`src/rtl/dca_matrix_lsu_local_pkg.sv`:
```
// Shared op codes, instruction field positions and FSM encoding
// for the local matrix LSU responder.
package dca_matrix_lsu_local_pkg;

  typedef enum logic [1:0] {
    OP_NOP   = 2'b00,
    OP_LOAD  = 2'b01,
    OP_STORE = 2'b10,
    OP_ZERO  = 2'b11
  } op_e;

  localparam int OP_LSB  = 0;
  localparam int OP_MSB  = 1;
  localparam int PTR_LSB = 2;
  localparam int PTR_MSB = 9;
  localparam int CNT_LSB = 10;
  localparam int CNT_MSB = 17;

  typedef enum logic [2:0] {
    S_IDLE   = 3'd0,
    S_DECODE = 3'd1,
    S_LOAD   = 3'd2,
    S_STORE  = 3'd3,
    S_ZERO   = 3'd4,
    S_DONE   = 3'd5
  } state_e;

endpackage

```
`src/rtl/dca_matrix_lsu_local_rowbuf.sv`:
```
// Tile row buffer: one write port with zero-fill, async read,
// cleared by the asynchronous reset.
module dca_matrix_lsu_local_rowbuf #(
  parameter int NUM_ROW = 8,
  parameter int BW_ROW  = 128,
  parameter int AW      = 3
) (
  input  logic              clk,
  input  logic              rstnn,
  input  logic              i_we,
  input  logic              i_zero,
  input  logic [AW-1:0]     i_waddr,
  input  logic [BW_ROW-1:0] i_wdata,
  input  logic [AW-1:0]     i_raddr,
  output logic [BW_ROW-1:0] o_rdata
);

  logic [BW_ROW-1:0] r_mem [NUM_ROW];

  always_ff @(posedge clk or negedge rstnn) begin
    if (!rstnn) begin
      for (int i = 0; i < NUM_ROW; i++)
        r_mem[i] <= '0;
    end else if (i_we) begin
      r_mem[i_waddr] <= i_zero ? '0 : i_wdata;
    end
  end

  assign o_rdata = r_mem[i_raddr];

endmodule

```
`src/rtl/dca_matrix_lsu_local.sv`:
```
// Local matrix LSU responder: sinst/sload/sstore over one row buffer.
// Define DCA_MATRIX_LSU_LOCAL_ZERO_EN to enable the ZERO op (else NOP).
module dca_matrix_lsu_local
  import dca_matrix_lsu_local_pkg::*;
#(
  parameter int NUM_ROW = 8,
  parameter int BW_ROW  = 128,
  parameter int BW_INST = 32
) (
  input  logic               clk,
  input  logic               rstnn,
  input  logic               sinst_wvalid,
  input  logic [BW_INST-1:0] sinst_wdata,
  output logic               sinst_wready,
  output logic               sinst_decode_finish,
  output logic               sinst_execute_finish,
  output logic               sinst_busy,
  output logic               sload_tensor_row_wvalid,
  output logic               sload_tensor_row_wlast,
  output logic [BW_ROW-1:0]  sload_tensor_row_wdata,
  input  logic               sload_tensor_row_wready,
  output logic               sstore_tensor_row_rvalid,
  output logic               sstore_tensor_row_rlast,
  input  logic               sstore_tensor_row_rready,
  input  logic [BW_ROW-1:0]  sstore_tensor_row_rdata
);

  localparam int AW = (NUM_ROW > 1) ? $clog2(NUM_ROW) : 1;

  state_e          r_state;
  state_e          w_next;
  op_e             r_op;
  logic [AW-1:0]   r_ptr;
  logic [7:0]      r_cnt;
  logic            w_accept;
  logic            w_ld_beat;
  logic            w_st_beat;
  logic            w_zr_beat;
  logic            w_beat;
  logic            w_last;
  logic [BW_ROW-1:0] w_rdata;
  logic            w_unused;

  assign w_unused  = ^sinst_wdata;
  assign w_accept  = (r_state == S_IDLE) & sinst_wvalid;
  assign w_ld_beat = (r_state == S_LOAD) & sload_tensor_row_wready;
  assign w_st_beat = (r_state == S_STORE) & sstore_tensor_row_rready;
  assign w_zr_beat = (r_state == S_ZERO);
  assign w_beat    = w_ld_beat | w_st_beat | w_zr_beat;
  assign w_last    = (r_cnt == 8'd0);

  always_ff @(posedge clk or negedge rstnn) begin
    if (!rstnn)
      r_state <= S_IDLE;
    else
      r_state <= w_next;
  end

  always_comb begin
    w_next = r_state;
    unique case (r_state)
      S_IDLE:   if (sinst_wvalid) w_next = S_DECODE;
      S_DECODE: begin
        unique case (r_op)
          OP_LOAD:  w_next = S_LOAD;
          OP_STORE: w_next = S_STORE;
`ifdef DCA_MATRIX_LSU_LOCAL_ZERO_EN
          OP_ZERO:  w_next = S_ZERO;
`else
          OP_ZERO:  w_next = S_DONE;
`endif
          default:  w_next = S_DONE;
        endcase
      end
      S_LOAD:   if (w_ld_beat & w_last) w_next = S_DONE;
      S_STORE:  if (w_st_beat & w_last) w_next = S_DONE;
      S_ZERO:   if (w_last) w_next = S_DONE;
      S_DONE:   w_next = S_IDLE;
      default:  w_next = S_IDLE;
    endcase
  end

  // pointer wraps naturally at AW bits since NUM_ROW is a power of two
  always_ff @(posedge clk or negedge rstnn) begin
    if (!rstnn) begin
      r_op  <= OP_NOP;
      r_ptr <= '0;
      r_cnt <= '0;
    end else if (w_accept) begin
      r_op  <= op_e'(sinst_wdata[OP_MSB:OP_LSB]);
      r_ptr <= sinst_wdata[PTR_LSB +: AW];
      r_cnt <= sinst_wdata[CNT_MSB:CNT_LSB];
    end else if (w_beat) begin
      r_ptr <= r_ptr + AW'(1);
      r_cnt <= r_cnt - 8'd1;
    end
  end

  dca_matrix_lsu_local_rowbuf #(
    .NUM_ROW (NUM_ROW),
    .BW_ROW  (BW_ROW),
    .AW      (AW)
  ) u_rowbuf (
    .clk     (clk),
    .rstnn   (rstnn),
    .i_we    (w_st_beat | w_zr_beat),
    .i_zero  (w_zr_beat),
    .i_waddr (r_ptr),
    .i_wdata (sstore_tensor_row_rdata),
    .i_raddr (r_ptr),
    .o_rdata (w_rdata)
  );

  assign sinst_wready             = (r_state == S_IDLE);
  assign sinst_busy               = (r_state != S_IDLE);
  assign sinst_decode_finish      = (r_state == S_DECODE);
  assign sinst_execute_finish     = (r_state == S_DONE);
  assign sload_tensor_row_wvalid  = (r_state == S_LOAD);
  assign sload_tensor_row_wlast   = (r_state == S_LOAD) & w_last;
  assign sload_tensor_row_wdata   = (r_state == S_LOAD) ? w_rdata : '0;
  assign sstore_tensor_row_rvalid = (r_state == S_STORE);
  assign sstore_tensor_row_rlast  = (r_state == S_STORE) & w_last;

endmodule

```
`config.mk`:
```
export PLATFORM = sky130hd
export DESIGN_NAME = dca_matrix_lsu_local
export DESIGN_NICKNAME = d
export VERILOG_FILES = /design/src/rtl/dca_matrix_lsu_local_pkg.sv /design/src/rtl/dca_matrix_lsu_local_rowbuf.sv /design/src/rtl/dca_matrix_lsu_local.sv
export SDC_FILE = /design/constraint.sdc
export NUM_CORES = 2
export LEC_CHECK = 0
export BUFFER_PORTS_ARGS = -buffer_cell sky130_fd_sc_hd__buf_2
export CORE_ASPECT_RATIO = 0.9
export CORE_MARGIN = 10
export CORE_UTILIZATION = 60
export CTS_CLUSTER_SIZE = 8
export DETAILED_ROUTE_END_ITERATION = 12
export GPL_ROUTABILITY_DRIVEN = 0
export PLACE_DENSITY_LB_ADDON = 0.3
export SLEW_MARGIN = 10
export SYNTH_ARGS = -nofsm -noshare
export SYNTH_HDL_FRONTEND = slang
export SYNTH_SLANG_ARGS = --single-unit
```
`constraint.sdc`:
```
create_clock -name clk -period 2.6 [get_ports clk]
set_input_delay 0.39 -clock clk [delete_from_list [all_inputs] [get_ports clk]]
set_output_delay 0.39 -clock clk [all_outputs]
set_load 0.02 [all_outputs]
```
==> run_results.csv <==
group,metric,value,unit
finish,fillers,4076,
timing,setup_viol,129,
finish,finalNonFillerCells,5647,
timing,tightest_slew,1060,ps
yosys,yosysTopAreaCellShare,60.9,%
yosys,synth_flop_cell,"dfrtp_1",
finish,regArea,26000,um2
detailed_routing,drc,0,
timing,timing.final.crit_share,119,%
floorplanning,dieArea,82300,um2
clocking,tritoncts,"built",
timing,layout_setup_ws,-490,ps
min_path,hold_class,"in2reg",
detailed_routing,wl,148000,um
yosys,synth_area_leaders,"dfrtp_1 61%, o21ai_0 12%, nand2_1 10%",
timing,min_period,3090,ps
grt,grt_pass1_wl,214000,um
floorplanning,io_pins,301,
setup_path,critical_path_class,"reg2out",
grt,grt_max_degree,133,
detailed_routing,wl_per_cell,26.3,um
setup_path,end_kind,"output port",
floorplanning,rows,92,
timing,drv_slew,0,
floorplanning,die_w,301,um
floorplanning,floorplan.initialDensity,60.7,%
setup_path,critPathLaunchType,"flop",
setup_path,crit_required,2210,ps
floorplanning,dieHeight,273,um
finish,syn2layout_area_growth,27.0,%
yosys,synth_mux_area_share,0.0996,%
yosys,ys_seq_elements,1040,
yosys,synth_xor_area_share,0.0615,%
timing,finalClockSkew,21.7,ps
pwr,power_density,1250,nW/um2
finish,multi_input_area,16700,um2
yosys,netlist_area,42700,um2
clocking,path_clk_slew,50,ps
timing,hold_viol_final,0,
yosys,synthDistinctLibCells,45,
yosys,yosys_warnings,0,
finish,layout.nets,4865,
pwr,cellLeakagePower,24.0,nW
timing,max_freq,0.324,GHz
yosys,synth_area_per_cell,9.83,um2
clocking,clockRootBuffer,"clkbuf_16",
yosys,synth_common_cells,"1163 x nand2_1, 1040 x dfrtp_1, 1004 x o21ai_0",
placement,dp.cells,5364,
detailed_routing,dr.pass1.iters,9,
clocking,cts_buffer_depth,3,
yosys,synthAdderAreaFrac,0.117,%
grt,antenna_found_initial,1,
job,maxCapViolCount,0,
yosys,synth_edf_count,0,
yosys,yosys.area_share.simple,10.9,%
yosys,synth_top_family_by_area,"compound AO/OA/AOI/OAI gates",
detailed_routing,num_vias,38300,
pwr,max-vdd-ir-drop,878,uV
run_status,violations,"setup timing",
placement,dpl_cell_area,46100,um2
clocking,worst_skew_pair.late_latency,730,ps
detailed_routing,antenna_left,0,
yosys,synth_cells,4344,
floorplanning,core_area,70300,um2
yosys,synth_top_cell_by_area,"dfrtp_1",
finish,design_area,54200,um2
timing,max-slew-margin-rel,29.2,%
clocking,cts_made_buffers,147,
run_status,status,"finished, violations left",
pwr,finalPower,67.6,mW
finish,drive_above_1_share,21.2,%
clocking,clock_sinks,1040,
setup_path,crit_path_max_fanout,12,
grt,grtUsageTotal,33.1,%
yosys,synth_most_common_cell,"nand2_1",
placement,port_buffers,281,
placement,dp_hpwl,72200,um
clocking,cts_max_level,4,
grt,grt_pass1_vias,37700,
yosys,synth_compound_area_share,24.2,%
grt,grt_remaining_overflow,0,
finish,antennaDiodeCount,0,
timing,hold-worst-slack,38.1,ps
yosys,synth-async-reset-ratio,100,%
detailed_routing,drtIter0Drc,5140,
setup_path,crit_arrival,2700,ps
yosys,seq_area_frac_synth,60.9,%
yosys,syn_nets,4513,
detailed_routing,vias_per_cell,6.79,
timing,rsz0062_at_grt,"true",
==> sequential cells by signal (all words and copies together), names as in the netlist <==
signal,cells
r_state,3
r_op,2
r_cnt,8
u_rowbuf.r_mem,1024
r_ptr,3
==> per-layer routing <==
metal	GRT usage, %	routed length (um)
met5	0	0
met4	17.7	7800
met3	7.18	16800
met2	51.8	68800
met1	43.0	55000
==> final timing paths <==
check                                                     start                              end  slack, ps  depth (start not counted)
worst max-delay path                       r_ptr[2]$_DFFE_PN0P_       sload_tensor_row_wdata[50]       -490                          8
worst min-delay path                    sload_tensor_row_wready           r_state[0]$_DFFE_PN0P_         40                          3
worst max register to register             r_ptr[1]$_DFFE_PN0P_  u_rowbuf.r_mem[738]$_DFFE_PN0P_        -10                          9
worst min register to register  u_rowbuf.r_mem[313]$_DFFE_PN0P_  u_rowbuf.r_mem[313]$_DFFE_PN0P_        480                          2
max in group asynchronous                                 rstnn  u_rowbuf.r_mem[296]$_DFFE_PN0P_       1410                          3
min in group asynchronous                                 rstnn  u_rowbuf.r_mem[387]$_DFFE_PN0P_        220                          2
==> stage by stage <==
step	setup TNS, ps	utilization, %	worst slack, ps
final	-53530	77.1	-490
after global routing	-59400	77.1	-557
after CTS	-45640	74.4	-429
after detailed placement	0	65.6	100
after global placement	0	65.6	130
after floorplan	0	-	341
==> final cells by class <==
| class | count | area share [%] |
|---|---|---|
| well taps | 940 | 2.17 |
| multi-input cells | 2921 | 30.8 |
| clock inverters | 9 | 0.249 |
| repair buffers | 578 | 11.7 |
| clock buffers | 151 | 6.97 |
| flip-flops and latches | 1040 | 48.0 |
| inverters | 8 | 0.0554 |
==> cell families (layout without fill, tap and decap cells) <==
group | count (synthesis) | in the layout
AND/OR/NAND/NOR | 1208 | 1208
multiplexers | 4 | 4
AO/OA/AOI/OAI | 1702 | 1702
buffers and inverters | 383 | 746
XOR/XNOR | 3 | 3
flip-flops | 1040 | 1040
adder cells (fa/ha/maj) | 4 | 4
==> critical path: stages (launching register included) <==
cell and delay (ps):
dfrtp_2 440, buf_6 150, nor3b_4 290, buf_8 240, buf_12 130, buf_16 150, a22oi_1 120, a41oi_2 240
buf_4 200
==> what timing repair did <==
action | 4_1_cts | 5_1_grt
setup buffers | 28 | 44
endpoints found under the hold margin | 74 | 0
cloned | 17 | 26
endpoints found under the setup margin | 128 | 133
gates resized for setup | 299 | 216
hold buffers | 14 | 0
pin swaps | 35 | 70
==> layout by cell type (no fill, tap or decap), types with 2 or more instances in the layout <==
master / n
nand2_1: 1163
dfrtp_1: 1036
o21ai_0: 1004
a22oi_1: 369
buf_4: 197
clkbuf_16: 173
buf_2: 157
a22oi_2: 144
a41oi_2: 98
buf_12: 87
buf_6: 58
a41oi_1: 30
buf_16: 29
o21ai_1: 27
dlygate4sd3_1: 14
buf_8: 12
nor2_1: 10
inv_1: 8
o21ai_4: 8
a21oi_1: 7
clkinv_8: 6
or3_1: 5
a31oi_1: 4
ha_1: 4
dfrtp_2: 4
nor3_1: 3
and3b_4: 3
nor3b_4: 3
nor3b_1: 2
mux2_2: 2
a211o_1: 2
nor4b_1: 2
mux2i_1: 2
xnor2_1: 2
o31ai_1: 2
inv_6: 2
==> where the power goes <==
group          total (mW)  internal [mW]  leakage, nW  switching [mW]
Clock                17.0           10.2         1.92            6.79
Combinational        23.5           9.16         8.51            14.3
Sequential           27.2           22.9         13.5            4.33
Total                67.6           42.2         24.0            25.4
No activity file was read; power rests on OpenSTA's default activity.
